--- config.mk ---
export PLATFORM = sky130hd
export DESIGN_NAME = timer_core
export DESIGN_NICKNAME = d
export VERILOG_FILES = /design/src/rtl/timer_pkg.sv /design/src/rtl/timer_prescaler.sv /design/src/rtl/timer_core.sv
export SDC_FILE = /design/constraint.sdc
export NUM_CORES = 1
export LEC_CHECK = 0
export CAP_MARGIN = 25
export CORE_UTILIZATION = 50
export CTS_BUF_LIST = sky130_fd_sc_hd__clkbuf_8 sky130_fd_sc_hd__clkbuf_16
export CTS_CLUSTER_SIZE = 12
export DETAILED_ROUTE_END_ITERATION = 8
export PLACE_DENSITY = 0.81
export SLEW_MARGIN = 20
export SYNTH_ARGS = -nofsm -noshare
export SYNTH_HDL_FRONTEND = slang
export SYNTH_SLANG_ARGS = --single-unit
--- constraint.sdc ---
create_clock -name clk_i -period 2.9 [get_ports clk_i]
set_input_delay 0.58 -clock clk_i [delete_from_list [all_inputs] [get_ports clk_i]]
set_output_delay 0.58 -clock clk_i [all_outputs]
set_load 0.05 [all_outputs]
--- src/rtl/timer_pkg.sv ---
// Shared register-map constants and offset helpers for the machine timer.
package timer_pkg;

    typedef logic [15:0] offset_t;

    localparam offset_t MTIME_OFFSET    = 16'h0000;
    localparam offset_t PRESCALE_OFFSET = 16'h0008;
    localparam offset_t MTIMECMP_BASE   = 16'h4000;

    function automatic offset_t cmp_offset(input int unsigned idx);
        return MTIMECMP_BASE + offset_t'(idx << 3);
    endfunction

endpackage

--- src/rtl/timer_prescaler.sv ---
// Tick divider: counts 0..limit and pulses tick on the terminal count.
module timer_prescaler #(
    parameter int unsigned Width = 64
) (
    input  logic             clk_i,
    input  logic             rst_ni,
    input  logic [Width-1:0] limit,
    input  logic             clear,
    output logic             tick
);

    logic [Width-1:0] count_q, count_d;

    assign tick = (count_q == limit);

    always_comb begin
        count_d = count_q + Width'(1);
        if (clear || tick) begin
            count_d = '0;
        end
    end

    always_ff @(posedge clk_i or negedge rst_ni) begin
        if (!rst_ni) begin
            count_q <= '0;
        end else begin
            count_q <= count_d;
        end
    end

endmodule

--- src/rtl/timer_core.sv ---
// Machine timer (MTIME/MTIMECMP) with registered read port and per-core interrupts.
// Optional tick prescaler is built when TIMER_PRESCALER_EN is defined.
module timer_core import timer_pkg::*; #(
    parameter int unsigned AXI_ADDR_WIDTH = 64,
    parameter int unsigned AXI_DATA_WIDTH = 64,
    parameter int unsigned NR_CORES       = 1
) (
    input  logic                      clk_i,
    input  logic                      rst_ni,
    input  logic [AXI_ADDR_WIDTH-1:0] address_i,
    input  logic                      en_i,
    input  logic                      we_i,
    input  logic [AXI_DATA_WIDTH-1:0] data_i,
    output logic [AXI_DATA_WIDTH-1:0] data_o,
    output logic [NR_CORES-1:0]       irq_o
);

    localparam int unsigned W = AXI_DATA_WIDTH;

    offset_t       offset;
    logic          wr, rd, tick;
    logic [W-1:0]  rdata;
    logic [W-1:0]  mtime_q, mtime_d;
    logic [W-1:0]  mtimecmp_q [NR_CORES];
    logic [W-1:0]  mtimecmp_d [NR_CORES];
    logic [W-1:0]  data_q, data_d;
    logic [NR_CORES-1:0] irq_q, irq_d;

    // Only the doubleword index is decoded; byte lanes and upper bits are ignored.
    assign offset = {address_i[15:3], 3'b000};
    assign wr     = en_i && we_i;
    assign rd     = en_i && !we_i;

    logic unused_addr;
    assign unused_addr = ^{address_i[AXI_ADDR_WIDTH-1:16], address_i[2:0]};

`ifdef TIMER_PRESCALER_EN
    logic [W-1:0] prescale_q, prescale_d;
    logic         prescale_we;

    assign prescale_we = wr && (offset == PRESCALE_OFFSET);
    assign prescale_d  = prescale_we ? data_i : prescale_q;

    always_ff @(posedge clk_i or negedge rst_ni) begin
        if (!rst_ni) begin
            prescale_q <= '0;
        end else begin
            prescale_q <= prescale_d;
        end
    end

    timer_prescaler #(
        .Width (W)
    ) u_prescaler (
        .clk_i  (clk_i),
        .rst_ni (rst_ni),
        .limit  (prescale_q),
        .clear  (prescale_we),
        .tick   (tick)
    );
`else
    assign tick = 1'b1;
`endif

    always_comb begin
        rdata   = '0;
        mtime_d = tick ? mtime_q + W'(1) : mtime_q;
        if (wr && (offset == MTIME_OFFSET)) begin
            mtime_d = data_i;
        end
        if (offset == MTIME_OFFSET) begin
            rdata = mtime_q;
        end
`ifdef TIMER_PRESCALER_EN
        if (offset == PRESCALE_OFFSET) begin
            rdata = prescale_q;
        end
`endif
        for (int unsigned i = 0; i < NR_CORES; i++) begin
            mtimecmp_d[i] = mtimecmp_q[i];
            irq_d[i]      = (mtime_q >= mtimecmp_q[i]);
            if (offset == cmp_offset(i)) begin
                rdata = mtimecmp_q[i];
                if (wr) begin
                    mtimecmp_d[i] = data_i;
                end
            end
        end
        // Read data is held between reads; upstream may sample it late.
        data_d = rd ? rdata : data_q;
    end

    always_ff @(posedge clk_i or negedge rst_ni) begin
        if (!rst_ni) begin
            mtime_q <= '0;
            data_q  <= '0;
            irq_q   <= '0;
            for (int unsigned i = 0; i < NR_CORES; i++) begin
                mtimecmp_q[i] <= '1;
            end
        end else begin
            mtime_q <= mtime_d;
            data_q  <= data_d;
            irq_q   <= irq_d;
            for (int unsigned i = 0; i < NR_CORES; i++) begin
                mtimecmp_q[i] <= mtimecmp_d[i];
            end
        end
    end

    assign data_o = data_q;
    assign irq_o  = irq_q;

endmodule
==> impl_summary.md, run 1 <==
Setup path
The buffering stage count on the worst path with inverters included is 2. The critical path starts at mtime_q[0]. The critical path goes through inv_1 > ha_1 > nand2b_1 > a2111oi_0 > o41ai_1 > nor4_1 > buf_4 > o32a_1 > o211ai_1. The maximum cell stage delay along the critical path is between 400 and 500 ps. The data arrival time of the critical path is 2830 ps. The depth of the worst register-to-register path is 9.

The highest-delay cell along the critical path is sky130_fd_sc_hd__a2111oi_0. The gate family responsible for the most delay along the worst path is compound AO/OA/AOI/OAI gates. The worst flop-to-flop path startpoint is mtime_q[0]. The reg-to-reg setup timing slack is 370 ps.

The required time at the endpoint of the critical path is between 3000 and 4000 ps. The element type at the critical path start is a register. The highest net fanout along the worst path is 6. The critical setup path kind is reg2reg. The critical path depth in cells is 9. Following the worst setup path forward leads to its endpoint at irq_o. The critical path capture point type is a register. The capturing point of the worst reg2reg path is irq_o.

Floorplan
The top-level port count is just under 200. Measured along the x axis, the die boundary spans about 150 µm. The starting density of the core is 0.513. The standard cell core area is about 21,000 µm². The die area is 22,200 µm². The initialized floorplan defines 53 standard-cell rows.

The die is 149 µm tall.

Timing
Of the available clock period, the critical path in the final layout requires 0.874. The number of pins with negative max-slew slack in the final report is 0. Setup repair after global routing left no endpoint under its margin. The clock period minus worst slack is between 2000 and 3000 ps.

The final setup violation count is 0. The setup slack after layout is about 370 ps. The upper clock frequency limit is approximately 0.39 GHz. Hold is met by ~170 ps. The count of final hold-check violations is 0.

Across the routed clock network, the largest skew measured is roughly 9.0 ps. In this run the tightest slew margin relative to its limit is 0.588. After routing, the total negative slack on setup checks comes to 0 ps. The transition time at the pin with the least slew margin is 618 ps.

Finish
For this run, the post-layout net count is roughly 1,400. The number of inserted diodes is 0. The signed area change from the synthesized netlist to the final layout is 23.8%. The share of layout cells above drive strength 1 is 0.178.

The final standard cell count with taps included and fillers excluded is 1,477. The area of all placed cells without fillers is 13,400 µm². The end-of-flow core utilization is 0.635.

Route
Dividing the detail-routed via count by the number of cells gives between 5 and 6. The first TritonRoute pass finished after 5 iterations. The via count is 8,244.

The detail route stage leaves a number of antenna-violating nets equal to 0. The final layout contains routed wiring with a total length of roughly 26 mm. The routed length per placed instance is roughly 17 µm.

The final routed DRC violation total is 0. The number of design-rule violations left by the first detailed-router iteration is roughly 460.

Global routing
The met1 capacity usage during global routing is 0.312. The via count of the first global-routing pass came to around 8,600. The most heavily used metal layer in global routing is met2.

Entering global routing, the biggest net connects 73 pins. The wire length of the first global-routing pass is around 43 mm. Across every metal layer, demand over resource in global routing totals 0.246. Summed over all layers, the global routing overflow is 0. The number of antenna violations at the first check in global routing is 0. For this run, global-route usage on met3 was measured as 0.0434. For this run, global-route usage on met2 was measured as 0.418.

Worst hold path
The class of the most critical hold timing path is in2async.

Synth
The Yosys step of the flow raised 0 warnings. The most used flip-flop cell after synthesis is sky130_fd_sc_hd__dfrtp_1. In the post-synthesis netlist, the cell with the most instances is sky130_fd_sc_hd__nand2_1. The count of different cell masters after synthesis is 50.

The share of the yosys chip area belonging to registers is 0.454. The synthesized area per cell is between 10 and 15 µm². The commonest cells after synthesis are sky130_fd_sc_hd__nand2_1, sky130_fd_sc_hd__dfrtp_1, sky130_fd_sc_hd__inv_1, sky130_fd_sc_hd__ha_1, sky130_fd_sc_hd__mux2_2.

When the netlist entered floorplanning its net count stood at 1,247. The number of enable-type register cells in the synthesized netlist is 0. Yosys attributes the largest share of cell area to sky130_fd_sc_hd__dfrtp_1, sky130_fd_sc_hd__dfstp_2, sky130_fd_sc_hd__ha_1. The fraction of post-synthesis cell area in the top cell type by area is 0.299. The flop and latch count out of synthesis is 193. sky130_fd_sc_hd__dfrtp_1 takes more of the synthesized area than any other cell. The mapped netlist covers between 10,000 and 15,000 µm². Counting every instance in the synthesized netlist gives 1,050. Counting flops with an async set or reset pin after synthesis yields a share of 1.00.

Pwr
Total power for the finished layout comes to between 5 and 6 mW. For this design the ratio of total power to cell area is 446 nW/µm². The worst-case IR drop observed on VDD is ~0.40 mV.

The analysis attributes to cell leakage a power of around 5.6 nW.

Place
The placed wire-length estimate after detailed placement is around 18 mm. At the end of routability-driven placement, the weighted congestion stood at around 0.82. The count of buffers inserted at the top-level ports is 145. In this run, placement finished with an instance count of between 1,000 and 1,500. The placed instances occupy a cell area of between 10,000 and 15,000 µm².

Prior to clock tree synthesis, the placed netlist has a worst setup slack of about 89 ps.

Clock network
Clock latency on the worst-skew pair, taken at its later pin, is approximately 440 ps. The number of clock buffers added by TritonCTS is 17. The post-CTS setup repair buffer count is 0. The number of buffers on the longest clock path is 2.

The number of buffers added to fix hold violations after cts is 0. The number of H-tree levels is 4. The number of gates resized after CTS was 0. The TritonCTS clock tree is yes. The cell at the root of the clock tree is sky130_fd_sc_hd__clkbuf_16. The number of clock sinks is slightly below 200. Clock-pin slew was measured on the worst setup and hold paths at around 70 ps.

Run
The number of max-cap violations is 0.

Outcome
The flow ran to the end, and the final reports show no timing, DRC or antenna violations.
==> worst register-to-register path: stages, from the launching register on <==
cell and delay (ps):
sky130_fd_sc_hd__dfrtp_1 440, sky130_fd_sc_hd__inv_1 80, sky130_fd_sc_hd__ha_1 290, sky130_fd_sc_hd__nand2b_1 160, sky130_fd_sc_hd__a2111oi_0 480, sky130_fd_sc_hd__o41ai_1 120
sky130_fd_sc_hd__nor4_1 380, sky130_fd_sc_hd__buf_4 200, sky130_fd_sc_hd__o32a_1 170, sky130_fd_sc_hd__o211ai_1 100
==> routing by layer <==
| layer | up-vias | wire, µm |
|---|---|---|
| met5 | - | 0 |
| met4 | 0 | 598 |
| met3 | 46 | 1150 |
| met2 | 200 | 12700 |
| met1 | 4021 | 11300 |
| li1 | 3977 | - |
==> report_power, final <==
group	switching [mW]	total [mW]	internal (mW)
logic	0.305	0.585	0.279
registers	0.0769	2.82	2.74
clock network	1.04	2.56	1.52
==> cells in the final DEF (no fill, tap or decap), types with 18 or more instances in the layout <==
| cell | instances |
|---|---|
| sky130_fd_sc_hd__a21oi_1 | 19 |
| sky130_fd_sc_hd__clkdlybuf4s50_1 | 143 |
| sky130_fd_sc_hd__dfrtp_1 | 129 |
| sky130_fd_sc_hd__dfstp_2 | 64 |
| sky130_fd_sc_hd__ha_1 | 65 |
| sky130_fd_sc_hd__inv_1 | 82 |
| sky130_fd_sc_hd__mux2_2 | 65 |
| sky130_fd_sc_hd__mux2i_1 | 64 |
| sky130_fd_sc_hd__nand2_1 | 156 |
| sky130_fd_sc_hd__nand3_1 | 27 |
| sky130_fd_sc_hd__nand4_1 | 18 |
| sky130_fd_sc_hd__nor4_1 | 21 |
| sky130_fd_sc_hd__o21ai_0 | 48 |
| sky130_fd_sc_hd__o31ai_1 | 64 |
| sky130_fd_sc_hd__xnor2_1 | 43 |
| sky130_fd_sc_hd__xor2_1 | 19 |
==> worst min path at each step <==
| stage | start | to | depth (start not counted) |
|---|---|---|---|
| 3_5_place_dp | data_o[25] | data_o[25] | 2 |
| 6_report | rst_ni | data_o[8] | 1 |
| 2_1_floorplan | rst_ni | data_o[0] | 0 |
| 5_1_grt | rst_ni | data_o[8] | 1 |
| 3_3_place_gp | data_o[21] | data_o[21] | 2 |
| 4_1_cts | rst_ni | data_o[8] | 1 |
==> kinds of logic after synthesis <==
group           count (synthesis)  share of synthesized area
simple gates                  289                      0.139
flops                         193                      0.454
compound gates                180                      0.107
buf+inv                       132                     0.0478
mux                           129                      0.127
fa+ha+maj                      65                     0.0752
xor+xnor                       62                     0.0502
==> sequential cells by signal, summed over array words and instances, names as in the netlist <==
| register | count |
|---|---|
| irq_o | 1 |
| mtime_q | 64 |
| data_o | 64 |
| mtimecmp_q | 64 |
==> cell type report <==
type                            count  area, µm²
Multi-Input combinational cell    725       5400
Tap cell                          275        344
Clock inverter                     12        179
Sequential cell                   193       4910
Inverter                           81        304
Fill cell                        1671       7710
Clock buffer                       20        467
Timing Repair Buffer              171       1770
Power figures use the tool's default switching activity.
==> run 2: changes to the inputs <==
--- a/config.mk
+++ b/config.mk
@@ -11,7 +11,7 @@
 export CTS_CLUSTER_SIZE = 12
 export DETAILED_ROUTE_END_ITERATION = 8
 export PLACE_DENSITY = 0.81
-export SLEW_MARGIN = 20
+export SLEW_MARGIN = 30
 export SYNTH_ARGS = -nofsm -noshare
 export SYNTH_HDL_FRONTEND = slang
 export SYNTH_SLANG_ARGS = --single-unit
==> results of run 2 <==
Same layout as run 1: the final DEF is identical, and so are final timing and power.
